<file path="src/rtl/lsu.sv">
// Load/store unit: takes one memory operation at a time from execute,
// issues a word-aligned bus request with byte strobes, and returns
// extended load data on the register-file write port.
module lsu #(
    parameter int XLEN   = 32,
    parameter int REG_AW = 5
) (
    input  logic              clk,
    input  logic              rst,
    input  logic              req_valid,
    output logic              req_ready,
    input  logic              req_we,
    input  logic [2:0]        req_funct3,
    input  logic [XLEN-1:0]   req_addr,
    input  logic [XLEN-1:0]   req_wdata,
    input  logic [REG_AW-1:0] req_rd,
    output logic              bus_valid,
    input  logic              bus_ready,
    output logic [XLEN-1:0]   bus_addr,
    output logic              bus_we,
    output logic [3:0]        bus_wstrb,
    output logic [XLEN-1:0]   bus_wdata,
    input  logic              bus_rvalid,
    input  logic [XLEN-1:0]   bus_rdata,
    output logic              mem_write_en,
    output logic [REG_AW-1:0] mem_write_addr,
    output logic [XLEN-1:0]   mem_write_data,
    output logic              misaligned,
    output logic              busy
);

    typedef enum logic [1:0] {
        IDLE = 2'd0,
        REQ  = 2'd1,
        WAIT = 2'd2
    } state_t;

    state_t            state_reg, state_next;
    logic [2:0]        funct3_reg, funct3_next;
    logic [1:0]        off_reg, off_next;
    logic [REG_AW-1:0] rd_reg, rd_next;
    logic              bus_valid_reg, bus_valid_next;
    logic [XLEN-1:0]   bus_addr_reg, bus_addr_next;
    logic              bus_we_reg, bus_we_next;
    logic [3:0]        bus_wstrb_reg, bus_wstrb_next;
    logic [XLEN-1:0]   bus_wdata_reg, bus_wdata_next;
    logic              wb_en_reg, wb_en_next;
    logic [REG_AW-1:0] wb_addr_reg, wb_addr_next;
    logic [XLEN-1:0]   wb_data_reg, wb_data_next;
    logic              misaligned_reg, misaligned_next;

    // Replicated store lanes: byte copied to all four lanes, halfword to both halves
    logic [XLEN-1:0] byte_lanes;
    logic [XLEN-1:0] half_lanes;
    genvar gi;
    generate
        for (gi = 0; gi < 4; gi++) begin : g_byte_lane
            assign byte_lanes[8*gi +: 8] = req_wdata[7:0];
        end
        for (gi = 0; gi < 2; gi++) begin : g_half_lane
            assign half_lanes[16*gi +: 16] = req_wdata[15:0];
        end
    endgenerate

    // Request classification
    logic is_half, is_word, illegal_op, misaligned_op;
    assign is_half       = (req_funct3[1:0] == 2'b01);
    assign is_word       = (req_funct3[1:0] == 2'b10);
    assign illegal_op    = (req_funct3[1:0] == 2'b11) || (req_funct3 == 3'b110) ||
                           (req_we && req_funct3[2]);
    assign misaligned_op = (is_half && req_addr[0]) || (is_word && (req_addr[1:0] != 2'b00));

    // Load data shifted so the addressed byte sits in lane 0, then extended
    logic [XLEN-1:0] rdata_shifted;
    logic [XLEN-1:0] load_result;
    assign rdata_shifted = bus_rdata >> {off_reg, 3'b000};

    // Extension by latched width/sign code
    always_comb begin
        load_result = rdata_shifted;
        case (funct3_reg[1:0])
            2'b00: load_result = funct3_reg[2] ? {{(XLEN-8){1'b0}}, rdata_shifted[7:0]}
                                               : {{(XLEN-8){rdata_shifted[7]}}, rdata_shifted[7:0]};
            2'b01: load_result = funct3_reg[2] ? {{(XLEN-16){1'b0}}, rdata_shifted[15:0]}
                                               : {{(XLEN-16){rdata_shifted[15]}}, rdata_shifted[15:0]};
            default: load_result = rdata_shifted;
        endcase
    end

    // Next-state and registered-output logic
    always_comb begin
        state_next      = state_reg;
        funct3_next     = funct3_reg;
        off_next        = off_reg;
        rd_next         = rd_reg;
        bus_valid_next  = bus_valid_reg;
        bus_addr_next   = bus_addr_reg;
        bus_we_next     = bus_we_reg;
        bus_wstrb_next  = bus_wstrb_reg;
        bus_wdata_next  = bus_wdata_reg;
        wb_en_next      = 1'b0;
        wb_addr_next    = wb_addr_reg;
        wb_data_next    = wb_data_reg;
        misaligned_next = 1'b0;
        case (state_reg)
            IDLE: begin
                if (req_valid) begin
                    if (illegal_op) begin
                        // dropped silently
                    end else if (misaligned_op) begin
                        misaligned_next = 1'b1;
                    end else begin
                        funct3_next    = req_funct3;
                        off_next       = req_addr[1:0];
                        rd_next        = req_rd;
                        bus_valid_next = 1'b1;
                        bus_addr_next  = {req_addr[XLEN-1:2], 2'b00};
                        bus_we_next    = req_we;
                        bus_wstrb_next = 4'b0000;
                        bus_wdata_next = '0;
                        if (req_we) begin
                            case (req_funct3[1:0])
                                2'b00: begin
                                    bus_wstrb_next = 4'b0001 << req_addr[1:0];
                                    bus_wdata_next = byte_lanes;
                                end
                                2'b01: begin
                                    bus_wstrb_next = 4'b0011 << req_addr[1:0];
                                    bus_wdata_next = half_lanes;
                                end
                                default: begin
                                    bus_wstrb_next = 4'b1111;
                                    bus_wdata_next = req_wdata;
                                end
                            endcase
                        end
                        state_next = REQ;
                    end
                end
            end
            REQ: begin
                if (bus_ready) begin
                    bus_valid_next = 1'b0;
                    state_next     = bus_we_reg ? IDLE : WAIT;
                end
            end
            WAIT: begin
                if (bus_rvalid) begin
                    // rd 0 must never produce a writeback strobe
                    wb_en_next   = (rd_reg != '0);
                    wb_addr_next = rd_reg;
                    wb_data_next = load_result;
                    state_next   = IDLE;
                end
            end
            default: begin
                state_next     = IDLE;
                bus_valid_next = 1'b0;
            end
        endcase
    end

    // State and output registers; reset abandons any in-flight access
    always_ff @(posedge clk or negedge rst) begin
        if (!rst) begin
            state_reg      <= IDLE;
            funct3_reg     <= '0;
            off_reg        <= '0;
            rd_reg         <= '0;
            bus_valid_reg  <= 1'b0;
            bus_addr_reg   <= '0;
            bus_we_reg     <= 1'b0;
            bus_wstrb_reg  <= '0;
            bus_wdata_reg  <= '0;
            wb_en_reg      <= 1'b0;
            wb_addr_reg    <= '0;
            wb_data_reg    <= '0;
            misaligned_reg <= 1'b0;
        end else begin
            state_reg      <= state_next;
            funct3_reg     <= funct3_next;
            off_reg        <= off_next;
            rd_reg         <= rd_next;
            bus_valid_reg  <= bus_valid_next;
            bus_addr_reg   <= bus_addr_next;
            bus_we_reg     <= bus_we_next;
            bus_wstrb_reg  <= bus_wstrb_next;
            bus_wdata_reg  <= bus_wdata_next;
            wb_en_reg      <= wb_en_next;
            wb_addr_reg    <= wb_addr_next;
            wb_data_reg    <= wb_data_next;
            misaligned_reg <= misaligned_next;
        end
    end

    assign req_ready      = (state_reg == IDLE);
    assign busy           = (state_reg != IDLE);
    assign bus_valid      = bus_valid_reg;
    assign bus_addr       = bus_addr_reg;
    assign bus_we         = bus_we_reg;
    assign bus_wstrb      = bus_wstrb_reg;
    assign bus_wdata      = bus_wdata_reg;
    assign mem_write_en   = wb_en_reg;
    assign mem_write_addr = wb_addr_reg;
    assign mem_write_data = wb_data_reg;
    assign misaligned     = misaligned_reg;

endmodule

</file>
<file path="config.mk">
export PLATFORM = sky130hd
export DESIGN_NAME = lsu
export DESIGN_NICKNAME = d
export VERILOG_FILES = /design/src/rtl/lsu.sv
export SDC_FILE = /design/constraint.sdc
export NUM_CORES = 1
export LEC_CHECK = 0
export BUFFER_PORTS_ARGS = -buffer_cell sky130_fd_sc_hd__clkbuf_2
export CORE_UTILIZATION = 35
export CTS_CLUSTER_DIAMETER = 120
export DETAILED_ROUTE_END_ITERATION = 6
export GPL_ROUTABILITY_DRIVEN = 0
export PLACE_DENSITY = 0.73
export SYNTH_ARGS = -nofsm -noshare
export SYNTH_HDL_FRONTEND = slang
export SYNTH_SLANG_ARGS = --single-unit
</file>
<file path="constraint.sdc">
create_clock -name clk -period 1.7 [get_ports clk]
set_input_delay 0.34 -clock clk [delete_from_list [all_inputs] [get_ports clk]]
set_output_delay 0.34 -clock clk [all_outputs]
set_load 0.01 [all_outputs]
</file>
==> results.py <==
metrics = {
    "layout": {
        "syn_to_final_growth_pct": 36.27,
        "nets": 951,
        "final_cell_mix": "nand2_1, clkbuf_2, dfrtp_1, nor2_1, a21oi_1",
        "drive_gt1_share_pct": 35.60,
        "layout_commonest_cell": "nand2_1",
        "diodes": 0,
        "final_area_mm2": 0.007582,
    },
    "synthesis": {
        "yosys_warnings": 0,
        "synthArstFlopShare_pct": 100.0,
        "ys_ff_latch": 119,
        "synth_ff_type": "dfrtp_1",
        "synthCells": 620,
        "syn_area_mm2": 0.005564,
        "synth_edf_count": 0,
        "synth_cell_types": 37,
        "syn_avg_cell_area_um2": 8.974,
        "ys_seq_area_share_pct": 53.52,
    },
    "clocking": {
        "cts_tree": "yes",
        "cts.sinks": 119,
        "h-tree-depth": 4,
        "cts_inserted_buffers": 17,
        "cts_root_buf": "clkbuf_16",
        "clk_latency_ps": 410,
        "postCtsSetupRepairBufs": 0,
        "cts_buffer_depth": 2,
        "clk_pin_slew_ps": 60,
    },
    "drt": {
        "routed_wl_um": 15880,
        "detail-route-antenna-nets": 0,
        "route.detailed.drc": 0,
        "vias": 5073,
        "drt_pass1_iterations": 4,
        "wl_per_cell_um": 14.91,
        "via_per_inst": 4.763,
        "drt_iter0_markers": 235,
    },
    "sta": {
        "hold_viol": 0,
        "rsz0062_at_grt": "false",
        "hold_slack_ps": 116.1,
        "fin_crit_sh_pct": 94.91,
        "finalSetupViolCount": 0,
        "tightest_slew_ps": 577.1,
        "fmax_mhz": 619.8,
        "slew_viol_final": 0,
        "fin_crit_ps": 1614,
        "relSlewSlack_pct": 61.38,
        "clock_skew_ps": 7.572,
        "fin_setup_tns_ps": 0,
    },
    "placed_design": {
        "place.port_buffers": 218,
        "postPlaceCellArea_mm2": 0.006998,
        "hpwl_um": 11470,
    },
    "die": {
        "num_rows": 45,
        "die_x_um": 128.1,
        "die_area_mm2": 0.01641,
        "core_area_mm2": 0.01537,
        "initial_core_util_pct": 36.20,
        "ioPinCount": 221,
        "die_height_um": 128.1,
    },
    "global_route": {
        "grt_max_degree": 84,
        "antenna_found_initial": 0,
        "grt_overflow": 0,
        "grt_pass1_wl_um": 24880,
        "grt_pass1_vias": 4849,
        "grt.total_usage_pct": 19.65,
    },
    "critical_path": {
        "start_kind": "register",
        "path_max_fanout": 5,
        "setup.worst_path.start": "state_reg[1]",
        "required_ps": 1360,
        "crit-reg2reg-launch": "off_reg[0]",
        "crit_arrival_ps": 1270,
        "path_class": "register to output pin",
        "cp-end-kind": "output pin",
    },
    "hold_path": {
        "hp-class": "primary input to register",
        "hold_start": "req_addr[23]",
    },
    "power": {
        "leakagePower_nw": 4.050,
        "ir_drop_mv": 0.9205,
        "powerDensity_mw_per_mm2": 1530,
    },
    "flow_run": {
        "drv_cap": 0,
    },
    "run_status": {
        "run_status": "finished clean",
    },
}
metal layers:
| metal | wire, um | part of all wire (%) | global-route usage [%] |
|---|---|---|---|
| met5 | 0 | 0 | 0 |
| met4 | 218 | 1.4 | 6.367 |
| met2 | 7289 | 46 | 31.43 |
| met1 | 7015 | 44 | 25.05 |
| met3 | 1353 | 8.5 | 6.511 |
where the power goes:
part / internal, mW / switching (mW) / total (mW)
logic: 1.63 / 2.06 / 3.69
clock network: 2.10 / 1.36 / 3.46
registers: 3.82 / 0.634 / 4.46
Yosys cell counts, types with 2 or more instances:
master    count  area, um^2
nand2b_1      3       18.77
a22o_1        7       61.31
nor2_1       30       112.6
nand3b_1      2       15.01
mux2_2       23       259.0
nor3_1        2       10.01
buf_4         8       60.06
o21ai_1      12       60.06
nand2_1     245       919.6
inv_1         2       7.510
mux2i_1      25       250.2
nand3_1      25       125.1
o21ai_0      22       110.1
o22a_1        8       70.07
o211ai_1      8       60.06
buf_2        12       60.06
dfrtp_1     119        2978
a21oi_1      28       140.1
clkbuf_1     20       75.07
nor2b_1       2       12.51
cell type report:
| type | count | area [um^2] |
|---|---|---|
| fillers | 1483 | 7789 |
| well taps | 211 | 264.0 |
| inverters | 2 | 7.507 |
| clock buffers | 19 | 452.9 |
| multi-input cells | 458 | 2387 |
| repair buffers | 243 | 1371 |
| flip-flops and latches | 119 | 2978 |
| clock inverters | 13 | 121.4 |
worst paths after layout:
path / cells past startpoint / slack, ps / to
max: 4 / 90 / busy
min: 3 / 120 / bus_addr[23]
max reg2reg: 5 / 90 / mem_write_data[12]
min reg2reg: 2 / 470 / bus_wdata[20]
max in group asynchronous: 3 / 790 / bus_wdata[25]
min in group asynchronous: 3 / 530 / mem_write_data[15]
worst max-delay path: stages, from the launching register on:
cell	delay, ps
dfrtp_1	420
nor2_1	120
buf_4	160
inv_1	50
clkbuf_2	120
through the flow:
stage               cells  worst slack [ps]  power (mW)  util [%]
finish               1065             86.45       11.60     49.33
global route         1065            0.8491       12.32     49.33
CTS                  1065             54.40       11.74     49.33
detailed placement   1032             52.83       8.208     45.53
global placement     1032             97.92       8.104     45.53
floorplan             621             171.4       6.437         -
kinds of logic after synthesis:
group / synth area share, %
AND/OR/NAND/NOR: 22.80
AO/OA/AOI/OAI: 10.14
buffers and inverters: 3.913
multiplexers: 9.557
other: 0.06740
flip-flops: 53.52
repair_timing:
item | CTS | global route
endpoints found under the hold margin | 83 | 0
hold buffers | 1 | 0
resized for setup | 0 | 0
Power figures use the tool's default switching activity.
